==> config.mk <==
export PLATFORM = sky130hd
export DESIGN_NAME = dcache_ctrl
export DESIGN_NICKNAME = d
export VERILOG_FILES = /design/src/rtl/dcache_pkg.sv /design/src/rtl/dcache_array.sv /design/src/rtl/dcache_ctrl.sv
export SDC_FILE = /design/constraint.sdc
export NUM_CORES = 2
export LEC_CHECK = 0
export ABC_CLOCK_PERIOD_IN_PS = 6600
export CELL_PAD_IN_SITES_DETAIL_PLACEMENT = 0
export CELL_PAD_IN_SITES_GLOBAL_PLACEMENT = 1
export CORE_MARGIN = 3
export CORE_UTILIZATION = 55
export CTS_CLUSTER_SIZE = 24
export DETAILED_ROUTE_END_ITERATION = 10
export PLACE_DENSITY = 0.81
export REMOVE_ABC_BUFFERS = 1
export SKIP_CTS_REPAIR_TIMING = 1
export SLEW_MARGIN = 20
export SYNTH_ARGS = -nofsm -noshare
export SYNTH_HDL_FRONTEND = slang
export SYNTH_SLANG_ARGS = --single-unit
==> constraint.sdc <==
create_clock -name clk -period 6.6 [get_ports clk]
set_input_delay 0.99 -clock clk [delete_from_list [all_inputs] [get_ports clk]]
set_output_delay 0.99 -clock clk [all_outputs]
set_load 0.01 [all_outputs]
==> src/rtl/dcache_pkg.sv <==
// Shared types and address-field helpers for the direct-mapped write-through data cache.
// Default geometry: 32-bit addresses, 16 lines of 4 words.
package dcache_pkg;

    typedef enum logic [1:0] {
        ST_IDLE   = 2'd0,
        ST_REFILL = 2'd1,
        ST_WRITE  = 2'd2,
        ST_RESP   = 2'd3
    } state_t;

    localparam int DC_ADDR_W = 32;
    localparam int DC_DATA_W = 32;
    localparam int DC_LINES  = 16;
    localparam int DC_WORDS  = 4;
    localparam int DC_OFF_W  = $clog2(DC_WORDS);
    localparam int DC_IDX_W  = $clog2(DC_LINES);
    localparam int DC_TAG_W  = DC_ADDR_W - DC_IDX_W - DC_OFF_W - 2;

    typedef enum logic [1:0] {
        FLD_WORD  = 2'd0,
        FLD_INDEX = 2'd1,
        FLD_TAG   = 2'd2
    } addr_fld_t;

    // Extracts the word, index or tag field of a byte address for a given geometry;
    // the caller casts the result down to the field width.
    function automatic logic [63:0] addr_field(input logic [63:0] addr,
                                               input addr_fld_t  fld,
                                               input int         off_w,
                                               input int         idx_w);
        logic [63:0] res;
        case (fld)
            FLD_WORD:  res = (addr >> 2) & ((64'd1 << off_w) - 64'd1);
            FLD_INDEX: res = (addr >> (2 + off_w)) & ((64'd1 << idx_w) - 64'd1);
            default:   res = addr >> (2 + off_w + idx_w);
        endcase
        return res;
    endfunction

endpackage

==> src/rtl/dcache_array.sv <==
// Tag, valid and data storage for the data cache: combinational read port,
// one word-write port, a tag/valid write strobe and async clear of all valid bits.
module dcache_array
    import dcache_pkg::*;
#(
    parameter int LINES  = DC_LINES,
    parameter int WORDS  = DC_WORDS,
    parameter int TAG_W  = DC_TAG_W,
    parameter int DATA_W = DC_DATA_W,
    localparam int IDX_W = $clog2(LINES),
    localparam int OFF_W = $clog2(WORDS)
) (
    input  logic              clk,
    input  logic              rst_n,
    input  logic [IDX_W-1:0]  rd_index,
    input  logic [OFF_W-1:0]  rd_word,
    output logic [TAG_W-1:0]  rd_tag,
    output logic              rd_valid,
    output logic [DATA_W-1:0] rd_data,
    input  logic              word_we,
    input  logic [IDX_W-1:0]  wr_index,
    input  logic [OFF_W-1:0]  wr_word,
    input  logic [DATA_W-1:0] wr_data,
    input  logic              tag_we,
    input  logic [IDX_W-1:0]  tag_index,
    input  logic [TAG_W-1:0]  tag_wdata
);

    logic [TAG_W-1:0]  tags  [LINES];
    logic [DATA_W-1:0] words [LINES*WORDS];
    logic [LINES-1:0]  valid;

    always_ff @(posedge clk or negedge rst_n) begin
        if (!rst_n) begin
            valid <= '0;
        end else if (tag_we) begin
            valid[tag_index] <= 1'b1;
        end
    end

    // Tag and data contents are meaningless while the valid bit is clear, so they carry no reset.
    always_ff @(posedge clk) begin
        if (tag_we) begin
            tags[tag_index] <= tag_wdata;
        end
    end

    always_ff @(posedge clk) begin
        if (word_we) begin
            words[{wr_index, wr_word}] <= wr_data;
        end
    end

    assign rd_tag   = tags[rd_index];
    assign rd_valid = valid[rd_index];
    assign rd_data  = words[{rd_index, rd_word}];

endmodule

==> src/rtl/dcache_ctrl.sv <==
// Direct-mapped, write-through, no-write-allocate data cache controller.
// Optional DCACHE_STATS_EN adds saturating hit_count/miss_count outputs.
//
//  state  | meaning
//  IDLE   | serve read hits; decode misses and stores
//  REFILL | fetch WORDS beats of the missing line from memory
//  WRITE  | single write-through beat; update the cached word on a hit
//  RESP   | one unstalled cycle so the core retires the access
module dcache_ctrl
    import dcache_pkg::*;
#(
    parameter int ADDR_W = DC_ADDR_W,
    parameter int DATA_W = DC_DATA_W,
    parameter int LINES  = DC_LINES,
    parameter int WORDS  = DC_WORDS
) (
    input  logic              clk,
    input  logic              rst_n,
    input  logic [ADDR_W-1:0] cpu_addr,
    input  logic [DATA_W-1:0] cpu_wdata,
    input  logic              cpu_memread,
    input  logic              cpu_memwrite,
    output logic [DATA_W-1:0] cpu_rdata,
    output logic              stall,
    output logic              mem_req,
    output logic              mem_we,
    output logic [ADDR_W-1:0] mem_addr,
    output logic [DATA_W-1:0] mem_wdata,
    input  logic [DATA_W-1:0] mem_rdata,
    input  logic              mem_ready
`ifdef DCACHE_STATS_EN
    ,
    output logic [31:0]       hit_count,
    output logic [31:0]       miss_count
`endif
);

    localparam int OFF_W = $clog2(WORDS);
    localparam int IDX_W = $clog2(LINES);
    localparam int TAG_W = ADDR_W - IDX_W - OFF_W - 2;

    state_t              state_q, state_d;
    logic [OFF_W-1:0]    cnt_q, cnt_d;
    logic [ADDR_W-3:0]   lat_addr_q;
    logic [DATA_W-1:0]   lat_wdata_q;
    logic                lat_load;

    logic [TAG_W-1:0]    cpu_tag, lat_tag, cmp_tag, rd_tag;
    logic [IDX_W-1:0]    cpu_idx, lat_idx, rd_idx;
    logic [OFF_W-1:0]    cpu_word, lat_word;
    logic                rd_valid, hit;
    logic [DATA_W-1:0]   rd_data;

    logic                word_we, tag_we;
    logic [OFF_W-1:0]    wr_word;
    logic [DATA_W-1:0]   wr_data;

    assign cpu_word = OFF_W'(addr_field(64'(cpu_addr), FLD_WORD,  OFF_W, IDX_W));
    assign cpu_idx  = IDX_W'(addr_field(64'(cpu_addr), FLD_INDEX, OFF_W, IDX_W));
    assign cpu_tag  = TAG_W'(addr_field(64'(cpu_addr), FLD_TAG,   OFF_W, IDX_W));

    assign lat_word = lat_addr_q[OFF_W-1:0];
    assign lat_idx  = lat_addr_q[OFF_W +: IDX_W];
    assign lat_tag  = lat_addr_q[ADDR_W-3 -: TAG_W];

    // During a store the hit test must use the latched address, not whatever the core presents.
    assign rd_idx  = (state_q == ST_WRITE) ? lat_idx : cpu_idx;
    assign cmp_tag = (state_q == ST_WRITE) ? lat_tag : cpu_tag;
    assign hit     = rd_valid && (rd_tag == cmp_tag);

    assign cpu_rdata = hit ? rd_data : '0;

    dcache_array #(
        .LINES  (LINES),
        .WORDS  (WORDS),
        .TAG_W  (TAG_W),
        .DATA_W (DATA_W)
    ) u_array (
        .clk       (clk),
        .rst_n     (rst_n),
        .rd_index  (rd_idx),
        .rd_word   (cpu_word),
        .rd_tag    (rd_tag),
        .rd_valid  (rd_valid),
        .rd_data   (rd_data),
        .word_we   (word_we),
        .wr_index  (lat_idx),
        .wr_word   (wr_word),
        .wr_data   (wr_data),
        .tag_we    (tag_we),
        .tag_index (lat_idx),
        .tag_wdata (lat_tag)
    );

    always_ff @(posedge clk or negedge rst_n) begin
        if (!rst_n) begin
            state_q     <= ST_IDLE;
            cnt_q       <= '0;
            lat_addr_q  <= '0;
            lat_wdata_q <= '0;
        end else begin
            state_q <= state_d;
            cnt_q   <= cnt_d;
            if (lat_load) begin
                lat_addr_q  <= cpu_addr[ADDR_W-1:2];
                lat_wdata_q <= cpu_wdata;
            end
        end
    end

    always_comb begin
        state_d   = state_q;
        cnt_d     = cnt_q;
        lat_load  = 1'b0;
        stall     = 1'b0;
        mem_req   = 1'b0;
        mem_we    = 1'b0;
        mem_addr  = '0;
        mem_wdata = '0;
        word_we   = 1'b0;
        tag_we    = 1'b0;
        wr_word   = cnt_q;
        wr_data   = mem_rdata;
        case (state_q)
            ST_IDLE: begin
                if (cpu_memwrite) begin
                    stall    = 1'b1;
                    lat_load = 1'b1;
                    state_d  = ST_WRITE;
                end else if (cpu_memread && !hit) begin
                    stall    = 1'b1;
                    lat_load = 1'b1;
                    cnt_d    = '0;
                    state_d  = ST_REFILL;
                end
            end
            ST_REFILL: begin
                stall    = 1'b1;
                mem_req  = 1'b1;
                mem_addr = {lat_addr_q[ADDR_W-3:OFF_W], cnt_q, 2'b00};
                if (mem_ready) begin
                    word_we = 1'b1;
                    cnt_d   = cnt_q + 1'b1;
                    // Valid only goes up with the last word, so a half-filled line never hits.
                    if (cnt_q == OFF_W'(WORDS - 1)) begin
                        tag_we  = 1'b1;
                        state_d = ST_RESP;
                    end
                end
            end
            ST_WRITE: begin
                stall     = 1'b1;
                mem_req   = 1'b1;
                mem_we    = 1'b1;
                mem_addr  = {lat_addr_q, 2'b00};
                mem_wdata = lat_wdata_q;
                if (mem_ready) begin
                    state_d = ST_RESP;
                    if (hit) begin
                        word_we = 1'b1;
                        wr_word = lat_word;
                        wr_data = lat_wdata_q;
                    end
                end
            end
            ST_RESP: begin
                state_d = ST_IDLE;
            end
            default: begin
                state_d = ST_IDLE;
            end
        endcase
    end

`ifdef DCACHE_STATS_EN
    logic count_hit, count_miss;

    assign count_hit  = (state_q == ST_IDLE) && cpu_memread && !cpu_memwrite && hit;
    assign count_miss = (state_q == ST_IDLE) && (cpu_memwrite || (cpu_memread && !hit));

    always_ff @(posedge clk or negedge rst_n) begin
        if (!rst_n) begin
            hit_count  <= '0;
            miss_count <= '0;
        end else begin
            if (count_hit && (hit_count != '1)) begin
                hit_count <= hit_count + 32'd1;
            end
            if (count_miss && (miss_count != '1)) begin
                miss_count <= miss_count + 32'd1;
            end
        end
    end
`endif

endmodule

==> flow_metrics.tcl <==
set metrics [dict create \
    vias 52948 \
    r2r_cells 19 \
    wl_met3_um 23000 \
    skew_ps 95.2 \
    synth.avg_cell_area_sq_um 19.6 \
    ys_seq_area_share_pct 75.7 \
    clock_path_buffers 3 \
    synth-seq-cells 2514 \
    cts_max_level 4 \
    dieHeight_um 431 \
    die_w_um 431 \
    yosys.area_share.simple_pct 5.12 \
    dp_hpwl_um 146000 \
    cp_cell_sequence "clkdlybuf4s50_1, mux2_8, buf_4, nand2_1, nand3_1, o21ai_0, a2111oi_1, a31oi_1, nor4b_1, and3_4, buf_12, clkbuf_16, o311a_1, clkdlybuf4s50_1" \
    drive_gt1_share_pct 25.1 \
    ioPinCount 200 \
    drt_pass1_iterations 7 \
    synth_fa_ha_area_share_pct 0.0757 \
    cp_top_family "buffers and inverters" \
    core_sq_um 179000 \
    drv_slew 0 \
    power.leakage_nw 38.1 \
    worst-r2r-setup-slack_ps 1120 \
    grt_remaining_overflow 0 \
    final_common_cell "edfxtp_1" \
    grt_pass1_vias 52944 \
    period_minus_slack_ps 6580 \
    setup_viol 0 \
    synth_cells 5074 \
    portBuffers 195 \
    antenna_found_initial 8 \
    tns_ps 0 \
    top_layer "met5" \
    start_kind "input pin" \
    drt_iter0_markers 6615 \
    hold_viol 0 \
    arrival_ps 5590 \
    critPathKind "input pin to primary output" \
    layout.cells.most_common_list "2432 x edfxtp_1, 676 x nand2_1, 552 x mux4_2" \
    avgViaCountPerCell 6.50 \
    fillers 11575 \
    die_area_sq_um 186000 \
    synth_edf_count 2432 \
    hp-class "input pin to async pin" \
    fin_crit_sh_pct 99.7 \
    syn-cell-area_sq_um 99200 \
    cp.depth 14 \
    critical_path_buf_inv_count 5 \
    rows 155 \
    drc_errors 0 \
    cts_tree "yes" \
    fin_cells 8143 \
    fmax_mhz 152 \
    yosys_warnings 0 \
    max-cap-violations 0 \
    r2r_end "u_array.words[54][8]" \
    clockRootBuffer "clkbuf_16" \
    slowest_stage "clkdlybuf4s50_1" \
    worstMarginPinSlew_ps 1150 \
    critical_path.max_fanout 16 \
    final_nets 5686 \
    status "finished, final reports clean" \
    ys_types 78 \
    yosys-mux-area-fraction_pct 15.1 \
    cts_buffers 237 \
    peakVddDrop_mv 0.367 \
    relSlewSlack_pct 23.3 \
    path_common_cell "clkdlybuf4s50_1" \
    met1Wirelength_um 98100 \
    synth_compound_area_share_pct 2.55 \
    grt_max_degree 129 \
    worstReg2RegStart "state_q[0]" \
    dp.cells 7668 \
    synth_top_family_by_area "multiplexers" \
    async_flop_share_pct 3.26 \
    ant_nets 0 \
    gp_congestion 0.916 \
    path_clk_slew_ps 60 \
    route.met2.wl_um 124000 \
    synth_xor_xnor_area_share_pct 0.132 \
    clk-insertion-delay-late_ps 890 \
    cpPeakStageDelay_ps 840 \
    grt_usage_pct 27.3 \
    worstSetupEndpointType "primary output" \
    drt_wl_total_um 255000 \
    synth_flop_cell "edfxtp_1" \
    grt_pass1_wl_um 369000 \
    worstPathRequired_ps 5610 \
    start_util_pct 55.5 \
    avgRoutedWirePerCell_um 31.3 \
    syn_to_final_growth_pct 17.4 \
    cts_sinks 2514 \
    power_density_nw_per_um2 350 \
]
==> worst max path at each step <==
stage | start | to
2_1_floorplan | state_q[0] | u_array.words[15][0]
3_3_place_gp | cpu_addr[4] | cpu_rdata[2]
3_5_place_dp | cpu_addr[4] | cpu_rdata[2]
4_1_cts | state_q[0] | cpu_rdata[29]
5_1_grt | state_q[0] | cpu_rdata[0]
6_report | cpu_addr[5] | cpu_rdata[0]
==> registers in the layout (all words and copies together) (netlist names) <==
register,count
u_array.valid,16
lat_addr_q,30
u_array.words,2048
state_q,2
cnt_q,2
u_array.tags,384
lat_wdata_q,32
==> through the flow <==
step | hold slack [ps] | instance area, sq um | setup slack, ps | util (%) | power, W
3_5_place_dp | 451 | 108000 | -201 | 60.4 | 0.0269
3_3_place_gp | 445 | 108000 | -277 | 60.3 | 0.0268
4_1_cts | 64.0 | 116000 | -690 | 64.9 | 0.0407
6_report | 110 | 116000 | 20.9 | 65.1 | 0.0408
5_1_grt | 105 | 116000 | -62.6 | 65.1 | 0.0420
2_1_floorplan | 433 | 97900 | -13100 | - | 0.0236
==> synth_stat cells, types with 7 or more instances <==
master	count	area [sq um]
a21oi_1	21	105
a22oi_1	9	67.6
a311o_1	32	320
a311oi_1	99	867
a32oi_1	28	245
and2_1	66	413
and3_1	103	644
buf_1	23	86.3
buf_2	26	130
buf_4	13	97.6
buf_6	15	169
clkbuf_1	230	863
dfrtp_1	82	2050
edfxtp_1	2432	73000
inv_1	8	30.0
mux2_1	60	676
mux2_2	46	518
mux2i_1	125	1250
mux4_2	552	12400
nand2_1	676	2540
nand3_1	112	561
nand4_1	12	75.1
nor2_1	110	413
nor3_1	7	35.0
o21ai_0	7	35.0
o311a_1	32	320
or2_2	17	106
xnor2_1	8	70.1
xor2_1	7	61.3
==> routing by layer <==
metal / vias up / global-route usage (%)
met5: - / 0
met4: 6 / 10.1
met3: 459 / 4.61
met2: 2946 / 43.3
met1: 27846 / 38.9
li1: 21691 / -
==> report_power, final <==
part	internal, W	total [W]	leakage (nW)	switching, W
clock	0.00794	0.0139	3.87	0.00598
combinational	0.00300	0.00814	11.3	0.00514
sequential	0.0182	0.0187	22.9	0.000547
==> kinds of logic (layout without fill, tap and decap cells) <==
group           after synthesis  count (layout)
other cells                   1               4
flops                      2514            2514
compound gates              296             296
mux                         788             790
simple gates               1139            1139
fa+ha+maj                     6               6
buf+inv                     315            1024
xor+xnor                     15              15
==> area by class of cell <==
class / instances / area (sq um) / share of cell area [%]
flip-flops and latches: 2514 / 75100 / 64.5
multi-input cells: 2248 / 23600 / 20.3
repair buffers: 570 / 6760 / 5.80
clock buffers: 281 / 6120 / 5.25
well taps: 2355 / 2950 / 2.53
clock inverters: 165 / 1930 / 1.65
inverters: 8 / 30.0 / 0.0258
diodes: 2 / 5.00 / 0.00430
(Power assumes the default switching activity.)
